File: src/rtl/apb_master_bridge.sv
// Single-outstanding APB initiator: turns a valid/ready command stream into
// APB SETUP/ACCESS transfers and returns each result on a valid/ready response.
module apb_master_bridge #(
    parameter int ADDR_W  = 32,
    parameter int DATA_W  = 32,
    parameter int TIMEOUT = 16
) (
    input  logic              pclk,
    input  logic              preset,
    input  logic              cmd_valid,
    output logic              cmd_ready,
    input  logic [ADDR_W-1:0] cmd_addr,
    input  logic              cmd_write,
    input  logic [DATA_W-1:0] cmd_wdata,
    output logic              rsp_valid,
    input  logic              rsp_ready,
    output logic [DATA_W-1:0] rsp_rdata,
    output logic              rsp_slverr,
    output logic              rsp_timeout,
    output logic [ADDR_W-1:0] paddr,
    output logic              psel,
    output logic              penable,
    output logic              pwrite,
    output logic [DATA_W-1:0] pwdata,
    input  logic [DATA_W-1:0] prdata,
    input  logic              pready,
    input  logic              pslverr
);

    localparam int CNT_W_RAW = $clog2(TIMEOUT + 1);
    localparam int CNT_W     = (CNT_W_RAW < 1) ? 1 : CNT_W_RAW;
    localparam int LAST_INT  = (TIMEOUT > 0) ? TIMEOUT - 1 : 0;
    localparam bit TO_EN     = (TIMEOUT != 0);
    localparam logic [CNT_W-1:0] CNT_LAST = CNT_W'(LAST_INT);
    localparam logic [CNT_W-1:0] CNT_MAX  = '1;

    typedef enum logic [1:0] {
        IDLE   = 2'd0,
        SETUP  = 2'd1,
        ACCESS = 2'd2,
        RESP   = 2'd3
    } state_t;

    state_t            state, state_nx;
    logic [CNT_W-1:0]  cnt, cnt_nx;
    logic              psel_nx, penable_nx, pwrite_nx;
    logic [ADDR_W-1:0] paddr_nx;
    logic [DATA_W-1:0] pwdata_nx;
    logic              rsp_valid_nx, rsp_slverr_nx, rsp_timeout_nx;
    logic [DATA_W-1:0] rsp_rdata_nx;

    // Gated by reset so the source never sees a ready while the bridge is held.
    assign cmd_ready = (state == IDLE) && !preset;

    always_ff @(posedge pclk) begin
        if (preset) begin
            state <= IDLE;
        end else begin
            state <= state_nx;
        end
    end

    always_comb begin
        state_nx       = state;
        cnt_nx         = cnt;
        psel_nx        = psel;
        penable_nx     = penable;
        paddr_nx       = paddr;
        pwrite_nx      = pwrite;
        pwdata_nx      = pwdata;
        rsp_valid_nx   = rsp_valid;
        rsp_rdata_nx   = rsp_rdata;
        rsp_slverr_nx  = rsp_slverr;
        rsp_timeout_nx = rsp_timeout;

        case (state)
            IDLE: begin
                if (cmd_valid) begin
                    paddr_nx   = cmd_addr;
                    pwrite_nx  = cmd_write;
                    pwdata_nx  = cmd_wdata;
                    psel_nx    = 1'b1;
                    penable_nx = 1'b0;
                    state_nx   = SETUP;
                end
            end
            SETUP: begin
                penable_nx = 1'b1;
                cnt_nx     = '0;
                state_nx   = ACCESS;
            end
            ACCESS: begin
                // pready takes priority over the timeout in the threshold cycle.
                if (pready) begin
                    psel_nx        = 1'b0;
                    penable_nx     = 1'b0;
                    rsp_rdata_nx   = pwrite ? '0 : prdata;
                    rsp_slverr_nx  = pslverr;
                    rsp_timeout_nx = 1'b0;
                    rsp_valid_nx   = 1'b1;
                    state_nx       = RESP;
                end else if (TO_EN && (cnt == CNT_LAST)) begin
                    psel_nx        = 1'b0;
                    penable_nx     = 1'b0;
                    rsp_rdata_nx   = '0;
                    rsp_slverr_nx  = 1'b1;
                    rsp_timeout_nx = 1'b1;
                    rsp_valid_nx   = 1'b1;
                    state_nx       = RESP;
                end else if (cnt != CNT_MAX) begin
                    cnt_nx = cnt + CNT_W'(1);
                end
            end
            RESP: begin
                if (rsp_ready) begin
                    rsp_valid_nx = 1'b0;
                    state_nx     = IDLE;
                end
            end
            default: state_nx = IDLE;
        endcase
    end

    always_ff @(posedge pclk) begin
        if (preset) begin
            cnt         <= '0;
            psel        <= 1'b0;
            penable     <= 1'b0;
            paddr       <= '0;
            pwrite      <= 1'b0;
            pwdata      <= '0;
            rsp_valid   <= 1'b0;
            rsp_rdata   <= '0;
            rsp_slverr  <= 1'b0;
            rsp_timeout <= 1'b0;
        end else begin
            cnt         <= cnt_nx;
            psel        <= psel_nx;
            penable     <= penable_nx;
            paddr       <= paddr_nx;
            pwrite      <= pwrite_nx;
            pwdata      <= pwdata_nx;
            rsp_valid   <= rsp_valid_nx;
            rsp_rdata   <= rsp_rdata_nx;
            rsp_slverr  <= rsp_slverr_nx;
            rsp_timeout <= rsp_timeout_nx;
        end
    end

endmodule

File: config.mk
export PLATFORM = sky130hd
export DESIGN_NAME = apb_master_bridge
export DESIGN_NICKNAME = d
export VERILOG_FILES = /design/src/rtl/apb_master_bridge.sv
export SDC_FILE = /design/constraint.sdc
export NUM_CORES = 1
export LEC_CHECK = 0
export ABC_AREA = 1
export CORE_MARGIN = 1
export CORE_UTILIZATION = 40
export DETAILED_ROUTE_END_ITERATION = 10
export PLACE_DENSITY = 0.8
export SLEW_MARGIN = 25
export SYNTH_ARGS = -nofsm -noshare
export SYNTH_HDL_FRONTEND = slang
export SYNTH_SLANG_ARGS = --single-unit
File: constraint.sdc
create_clock -name pclk -period 2.15 [get_ports pclk]
set_input_delay 0.215 -clock pclk [delete_from_list [all_inputs] [get_ports pclk]]
set_output_delay 0.215 -clock pclk [all_outputs]
set_load 0.01 [all_outputs]
After elaboration in Yosys (flattened, before gate mapping)
Index checks and enable logic that the tools add are counted.
{"block": "word_totals", "register_bits": 109, "latchBits": 0, "ram_bits": 0, "romBits": 0, "in_bits": 103, "out_inout_bits": 103, "word_cells": 62, "n_memories": 0}
{"block": "op_classes", "add_sub_neg": 1, "mul": 0, "div_mod_pow": 0, "magnitude_cmp": 0, "eq_ne": 11, "shifts": 0, "mux": 24, "bitwise": 0, "n_reduce_logical": 15}
{"op": "2-to-1 mux 32 bit", "count": 3}
{"op": "2-to-1 mux 5 bit", "count": 3}
{"op": "AND reduction 3 bit", "count": 4}
{"op": "inequality test 2 bit, second input constant", "count": 5}
{"op": "case mux 5 bit (2 select lines)", "count": 1}
{"op": "2-to-1 mux 1 bit", "count": 9}
{"op": "2-to-1 mux 2 bit", "count": 4}
{"op": "case mux 2 bit (4 select lines)", "count": 1}
{"op": "nonzero test 2 bit", "count": 4}
{"op": "adder 5 x 1 -> 5 bit, second input constant", "count": 1}
{"op": "== test 5 x 4 -> 1 bit, second input constant", "count": 1}
{"op": "inequality test 5 bit, second input constant", "count": 1}
{"op": "== test 2 bit, second input constant", "count": 2}
{"op": "case mux 1 bit (2 select lines)", "count": 2}
{"op": "AND reduction 2 bit", "count": 2}
{"op": "AND reduction 4 bit", "count": 1}
{"op": "inequality test 3 bit, second input constant", "count": 1}
{"op": "case mux 1 bit (3 select lines)", "count": 1}
{"op": "nonzero test 3 bit", "count": 1}
{"op": "== test 2 x 1 -> 1 bit, second input constant", "count": 1}
{"op": "logical NOT 2 bit", "count": 1}
{"op": "logical AND 1 bit", "count": 1}
{"op": "logical NOT 1 bit", "count": 1}

Depth between registers and ports, before layout
Gate-level depths: netlist of the first run.
{"block": "depth", "word_depth": 5, "ltp_mapped": 11, "depth_no_buf": 11}

Worst setup path before layout of the first run
No wires, ideal clock.
{"block": "synth_timing", "path_kind": "register -> register", "from": "register cnt[0]", "to": "register rsp_rdata[11]", "arrival_ns": 1.472, "setup_slack_ns": 0.609, "path_stages_with_launch": 9, "period_less_slack_ns": 1.541, "path_cell_list": "dfxtp_1 ha_1 nand2_1 nor2_1 ha_1 o21ai_4 buf_2 nand2_1 a21oi_2"}
{"block": "synth_via", "elab_chain_len": 3}
{"item": "from (decl)", "line_no": "45", "rtl": "logic [CNT_W-1:0] cnt, cnt_nx;"}
{"item": "from (signal assigned)", "line_no": "137", "rtl": "cnt <= cnt_nx;"}
{"item": "== test 5 x 4 -> 1 bit", "line_no": "102", "rtl": "end else if (TO_EN && (cnt == CNT_LAST)) begin"}
{"item": "nonzero test 2 bit (no source line)"}
{"item": "AND reduction 2 bit (no source line)"}
{"item": "to (signal assigned)", "line_no": "144", "rtl": "rsp_rdata <= rsp_rdata_nx;"}
{"item": "to (decl)", "line_no": "17", "rtl": "output logic [DATA_W-1:0] rsp_rdata,"}
Every way passes these cells.
A chain may end at the register's enable or synchronous reset.

Final worst setup path of the first run
{"block": "layout_timing", "from": "register state[0]", "to": "output cmd_ready"}
{"block": "layout_via", "elab_chain_len": 2}
{"item": "from (decl)", "line_no": "44", "rtl": "state_t state, state_nx;"}
{"item": "from (signal assigned)", "line_no": "59", "rtl": "state <= state_nx;"}
{"item": "logical NOT 2 bit", "line_no": "53", "rtl": "assign cmd_ready = (state == IDLE) && !preset;"}
{"item": "logical AND 1 bit", "line_no": "53"}
{"item": "to (decl)", "line_no": "11", "rtl": "output logic cmd_ready,"}
Every way passes these cells.

==> results.sh, run 1 <==
export IMPL_status="finished, final reports clean"
export IMPL_whs_path_depth=2
export IMPL_synth_cell_area_um2=4177
export IMPL_port_bufs=205
export IMPL_critical_path_cell_chain="inv_1 -> ha_1 -> inv_1 -> nor2_1 -> clkdlybuf4s50_1"
export IMPL_fillerInstances=820
export IMPL_dieWidth_um=104.2
export IMPL_crit_slowest_cell="clkdlybuf4s50_1"
export IMPL_initial_utilization_pct=41.96
export IMPL_setup_worst_path_start_class="register"
export IMPL_timing_setup_tns_ns=0
export IMPL_cts_clk_slew_worst_paths_ns=0.10
export IMPL_power_per_cell_area_nw_per_um2=1037
export IMPL_grt_first_pass_wirelength_um=18830
export IMPL_grt_ovfl_total=0
export IMPL_tritoncts_clock_tree="yes"
export IMPL_total_leakage_power_nw=2.489
export IMPL_detailedRoute_firstPassIterationCount=4
export IMPL_synth_seq_cells=109
export IMPL_antenna_found_initial=0
export IMPL_core_area_um2=9955
export IMPL_postRouteWirelength_um=11530
export IMPL_dieArea_um2=10850
export IMPL_gp_routability_congestion=0.8376
export IMPL_max_clock_freq_mhz=503.5
export IMPL_hold_crit_path_type="in -> reg"
export IMPL_timing_worst_setup_path_type="reg -> out"
export IMPL_worstRegToRegCells=9
export IMPL_min_delay_worst_endpoint="cnt[4]"
export IMPL_clock_buffers_created_by_tritoncts=9
export IMPL_clkSinkCount=109
export IMPL_final_min_period_over_clock_period_pct=92.37
export IMPL_timing_critical_path_mode_cell="inv_1"
export IMPL_post_synthesis_average_cell_area_um2=7.895
export IMPL_rrSetupSlack_ns=0.36
export IMPL_worstReg2RegEnd="rsp_slverr"
export IMPL_route_antenna_remaining_nets=0
export IMPL_cts_root_buf="clkbuf_8"
export IMPL_dp_cells=844
export IMPL_cp_top_family="buffers and inverters"
export IMPL_routed_via_count=4094
export IMPL_worst_max_slew_pin_slew_ns=0.5107
export IMPL_netlist_instances=529
export IMPL_worstReg2RegStart="cnt[0]"
export IMPL_finClkSkew_ns=0.009806
export IMPL_drt_vias_per_instance=4.760
export IMPL_yosysTopAreaCellShare_pct=52.25
export IMPL_final_count_of_hold_timing_violations=0
export IMPL_clkLatencyLatePin_ns=0.36
export IMPL_critical_path_required_ns=1.93
export IMPL_multiInputGateArea_um2=1728
export IMPL_netlist_top_cell_by_area="dfxtp_1"
export IMPL_finalNonFillerCells=860
export IMPL_critPathBufInv=3
export IMPL_nNetsFinal=833
export IMPL_register_area_um2=2182
export IMPL_ioPinCount=206
export IMPL_crit_cells=5
export IMPL_cts_hold_buffers=0
export IMPL_grt_setup_unrepaired="no"
export IMPL_synth_yosys_seq_area_share_pct=52.25
export IMPL_timing_critical_path_to_type="output port"
export IMPL_power_total_w=0.006735
export IMPL_worst_endpoint_arrival_ns=1.77
export IMPL_rows=36
export IMPL_drive_gt1_share_pct=7.840
export IMPL_pin_count_of_the_biggest_net_entering_global_routing=61
export IMPL_insertedDiodeCount=0
export IMPL_yosys_warnings=0
export IMPL_synth_cell_types=23
export IMPL_finalSetupViolations=0
export IMPL_synth_net_count=640
export IMPL_post_route_min_period_ns=1.986
export IMPL_post_cts_buffers=0
export IMPL_ir_worst_vdd_v=0.0004777
export IMPL_number_of_global_route_vias_before_repair=3988
export IMPL_place_hpwl_um=8396
export IMPL_max_clock_path_buffers=2
export IMPL_synth_top_area_cells="dfxtp_1, nor2_1, nand2_1"
export IMPL_detail_route_wl_per_cell_um=13.40
export IMPL_grt_util_all_layers_pct=21.37
export IMPL_cp_slowest_stage_delay_ns=0.55
export IMPL_drtIter0Drc=201
export IMPL_synthToLayoutAreaGrowth_pct=55.51
export IMPL_die_height_um=104.2
export IMPL_hold_path_startpoint="preset"
export IMPL_post_detailed_route_drc_marker_count=0
export IMPL_path_max_fanout=4
export IMPL_max_cap_viol_count=0
export IMPL_final_max_slew_viol_count=0
export IMPL_htree_levels=3
export IMPL_max_slew_margin_pct=65.91
export IMPL_post_cts_resize_count=0
flip-flops by register name, indices dropped and copies added (netlist names):
name         flops
paddr           32
pwdata          32
rsp_rdata       32
cnt              5
state            2
penable          1
psel             1
pwrite           1
rsp_slverr       1
rsp_timeout      1
rsp_valid        1
cell type report:
type                            instances  area share [%]
Sequential cell                       109           33.60
Tap cell                              133           2.562
Clock inverter                          5           1.002
Multi-Input combinational cell        368           26.60
Clock buffer                           11           2.331
Timing Repair Buffer                  214           32.75
Inverter                               20           1.156
worst max-delay path by stage:
stage,end,startpoint
final,cmd_ready,state[0]
after global routing,cmd_ready,state[1]
after CTS,cmd_ready,state[0]
after detailed placement,rsp_slverr,cnt[0]
after global placement,rsp_slverr,cnt[0]
after floorplan,rsp_rdata[11],cnt[0]
synthesized netlist by cell type (all sizes together):
cell type  number
o21ai          67
nor2          146
nand2          98
clkinv          1
o22ai           1
nand3           7
nand4           3
clkbuf         14
ha              8
inv            19
buf            18
dfxtp         109
a21oi          38
metal layers:
| metal | wire length [µm] | GRT usage [%] | vias to the layer above |
|---|---|---|---|
| li1 | - | - | 2057 |
| met3 | 992 | 7.018 | 13 |
| met1 | 4940 | 25.22 | 1863 |
| met5 | 0 | 0 | - |
| met2 | 5439 | 36.76 | 161 |
| met4 | 155 | 6.327 | 0 |
stage by stage:
stage	instance area (µm²)	hold WS (ns)	utilization, %	setup WS, ns
after CTS	6495	0.1050	65.25	0.1479
after global routing	6495	0.1298	65.25	0.01590
after floorplan	4177	0.3563	-	0.6094
after detailed placement	6279	0.4541	63.07	0.3827
after global placement	6279	0.4479	63.07	0.4747
final	6495	0.1349	65.25	0.1640
cell usage in the layout, fill, tap and decap left out:
master / Yosys / final
a21oi_1: 17 / 17
a21oi_2: 21 / 21
buf_12: 1 / 1
buf_2: 8 / 1
buf_4: 6 / 8
bufinv_16: 0 / 1
clkbuf_8: 0 / 11
clkdlybuf4s50_1: 0 / 204
clkinv_4: 0 / 1
dfxtp_1: 109 / 109
ha_1: 8 / 8
inv_1: 18 / 18
inv_2: 1 / 2
inv_6: 0 / 3
nand2_1: 92 / 92
nand2_2: 5 / 5
nand2_4: 1 / 1
nand3_1: 7 / 7
nand4_1: 3 / 3
nor2_1: 145 / 145
nor2_8: 1 / 1
o21ai_0: 57 / 57
o21ai_1: 9 / 9
o21ai_4: 1 / 1
o22ai_1: 1 / 1
power by group:
part | internal [W] | total, W | switching, W
logic | 0.00132 | 0.00272 | 0.00140
registers | 0.00245 | 0.00269 | 0.000237
clock network | 0.000618 | 0.00133 | 0.000707
logic make-up (layout without fill, tap and decap cells):
family | count (synthesis) | in the layout | synth area share (%)
AOI/OAI and AO/OA | 106 | 106 | 14.89
adders and majority gates | 8 | 8 | 2.397
buffers and inverters | 52 | 250 | 6.381
DFF | 109 | 109 | 52.25
and+or+nand+nor | 254 | 254 | 24.09
(Power assumes the default switching activity.)
==> inputs of run 2 (changes only) <==
--- a/config.mk
+++ b/config.mk
@@ -6,10 +6,13 @@
 export NUM_CORES = 1
 export LEC_CHECK = 0
 export ABC_AREA = 1
+export CAP_MARGIN = 30
+export CELL_PAD_IN_SITES_DETAIL_PLACEMENT = 0
+export CELL_PAD_IN_SITES_GLOBAL_PLACEMENT = 2
 export CORE_MARGIN = 1
-export CORE_UTILIZATION = 40
+export CORE_UTILIZATION = 21
 export DETAILED_ROUTE_END_ITERATION = 10
-export PLACE_DENSITY = 0.8
+export PLACE_DENSITY_LB_ADDON = 0.1
 export SLEW_MARGIN = 25
 export SYNTH_ARGS = -nofsm -noshare
 export SYNTH_HDL_FRONTEND = slang
==> run 2 against run 1 <==
Compared with the run above: die area up 88%; critical path depth up 3; wire length up 11%; clock-buffer cell count down 2; largest power group unchanged.
==> results.sh, run 2 (synthesis gave the netlist of run 1 again) <==
export IMPL_grt_met3_usage_pct=5.332
export IMPL_timing_worst_setup_path_type="reg -> reg"
export IMPL_worst_endpoint_arrival_ns=2.13
export IMPL_die_height_um=143.0
export IMPL_finalNonFillerCells=994
export IMPL_cp_slowest_stage_delay_ns=0.38
export IMPL_worstReg2RegStart="cnt[0]"
export IMPL_hold_crit_path_type="in -> reg"
export IMPL_grt_ovfl_total=0
export IMPL_route_antenna_remaining_nets=0
export IMPL_use_met1_pct=14.90
export IMPL_setup_worst_path_start_class="register"
export IMPL_cts_root_buf="clkbuf_16"
export IMPL_max_slew_margin_pct=68.29
export IMPL_clock_buffers_created_by_tritoncts=9
export IMPL_place_hpwl_um=9195
export IMPL_critPathBufInv=1
export IMPL_worstRegToRegCells=8
export IMPL_post_route_min_period_ns=1.847
export IMPL_crit_cells=8
export IMPL_tritoncts_clock_tree="yes"
export IMPL_path_max_fanout=25
export IMPL_finClkSkew_ns=0.005608
export IMPL_gr_usage_met2_pct=19.82
export IMPL_commonest_cells_after_routing_fill_and_taps_aside="clkdlybuf4s50_1, nor2_1, dfxtp_1, nand2_1, o21ai_0"
export IMPL_max_clock_path_buffers=2
export IMPL_finalSetupViolations=0
export IMPL_timing_setup_tns_ns=0
export IMPL_grt_busiest_layer="met2"
export IMPL_antenna_found_initial=1
export IMPL_total_leakage_power_nw=2.565
export IMPL_max_clock_freq_mhz=541.5
export IMPL_synthToLayoutAreaGrowth_pct=62.58
export IMPL_crit_slowest_cell="o21ai_4"
export IMPL_gp_routability_congestion=0.6934
export IMPL_ioPinCount=206
export IMPL_timing_critical_path_from="cnt[0]"
export IMPL_timing_critical_path_to_type="register"
export IMPL_fillerInstances=1998
export IMPL_final_count_of_hold_timing_violations=0
export IMPL_drive_gt1_share_pct=7.967
export IMPL_routed_via_count=3945
export IMPL_worst_max_slew_pin_slew_ns=0.4757
export IMPL_post_cts_buffers=0
export IMPL_grt_util_all_layers_pct=12.67
export IMPL_clkSinkCount=109
export IMPL_biggestRegsByFlops="paddr x32, pwdata x32, rsp_rdata x32"
export IMPL_power_per_cell_area_nw_per_um2=1069
export IMPL_initial_utilization_pct=21.46
export IMPL_dieWidth_um=143.0
export IMPL_detail_route_wl_per_cell_um=12.85
export IMPL_final_min_period_over_clock_period_pct=85.89
export IMPL_hold_path_startpoint="preset"
export IMPL_max_cap_viol_count=0
export IMPL_drt_vias_per_instance=3.969
export IMPL_detailedRoute_firstPassIterationCount=4
export IMPL_postRouteWirelength_um=12770
export IMPL_multiInputGateArea_um2=1728
export IMPL_nNetsFinal=834
export IMPL_final_max_slew_viol_count=0
export IMPL_cp_top_family="compound AO/OA/AOI/OAI gates"
export IMPL_dieArea_um2=20460
export IMPL_port_bufs=205
export IMPL_htree_levels=3
export IMPL_drtIter0Drc=106
export IMPL_status="finished, final reports clean"
export IMPL_grt_first_pass_wirelength_um=19850
export IMPL_commonest_non_fill_non_tap_cell_in_the_layout="clkdlybuf4s50_1"
export IMPL_post_detailed_route_drc_marker_count=0
export IMPL_number_of_global_route_vias_before_repair=3821
export IMPL_clkLatencyLatePin_ns=0.35
export IMPL_dp_cells=977
export IMPL_grt_setup_unrepaired="no"
export IMPL_whs_path_depth=2
export IMPL_rows=51
export IMPL_core_area_um2=19460
export IMPL_ir_worst_vdd_v=0.0004287
export IMPL_register_area_um2=2182
export IMPL_critical_path_required_ns=2.43
export IMPL_pin_count_of_the_biggest_net_entering_global_routing=34
export IMPL_cts_clk_slew_worst_paths_ns=0.07
export IMPL_critical_path_cell_chain="ha_1 -> nand2_1 -> nor2_1 -> ha_1 -> o21ai_4 -> buf_12 -> nand2_1 -> a21oi_2"
## run 2: worst reg2reg max path, cell delays in order (launching register included)
cell and delay (ns):
dfxtp_1 0.35, ha_1 0.24, nand2_1 0.09, nor2_1 0.06, ha_1 0.23, o21ai_4 0.38, buf_12 0.22, nand2_1 0.08
a21oi_2 0.12
## run 2: timing repair
item                       CTS  global route
gates resized for setup      0             1
setup endpoints to repair    0             1
hold buffers                 0             0
## run 2: power by group
part           leakage, nW  internal, W  switching [W]
Clock                0.161      0.00103       0.000805
Sequential           0.894      0.00245       0.000231
Combinational         1.51      0.00132        0.00141
Total                 2.57      0.00481        0.00245
## run 2: layer usage
| metal | routed length [µm] | share of wire [%] |
|---|---|---|
| met1 | 5522 | 43 |
| met2 | 5633 | 44 |
| met3 | 1359 | 11 |
| met4 | 255 | 2.0 |
| met5 | 0 | 0 |
## run 2: final cells by class
cell class / instances / share of cell area (%)
Multi-Input combinational cell: 368 / 25.45
Clock inverter: 7 / 1.419
Sequential cell: 109 / 32.14
Timing Repair Buffer: 215 / 31.66
Antenna cell: 1 / 0.03685
Tap cell: 265 / 4.883
Inverter: 20 / 1.106
Clock buffer: 9 / 3.317
## run 2: final timing paths
kind | to | slack [ns]
worst max-delay path | rsp_rdata[20] | 0.30
worst min-delay path | psel | 0.18
worst max register to register | rsp_rdata[20] | 0.30
worst min register to register | rsp_rdata[0] | 0.46
## run 2: stage by stage
| stage | power, W | utilization [%] | cell area [µm²] | setup slack [ns] | hold slack (ns) |
|---|---|---|---|---|---|
| 2_1_floorplan | 0.004200 | - | 4177 | 0.6094 | 0.3563 |
| 3_3_place_gp | 0.005500 | 33.21 | 6464 | 0.3900 | 0.4492 |
| 3_5_place_dp | 0.005514 | 33.21 | 6464 | 0.3033 | 0.4541 |
| 4_1_cts | 0.007427 | 34.86 | 6785 | 0.09757 | 0.1649 |
| 5_1_grt | 0.007814 | 34.88 | 6788 | 0.1486 | 0.1937 |
| 6_report | 0.007258 | 34.89 | 6790 | 0.3033 | 0.1848 |
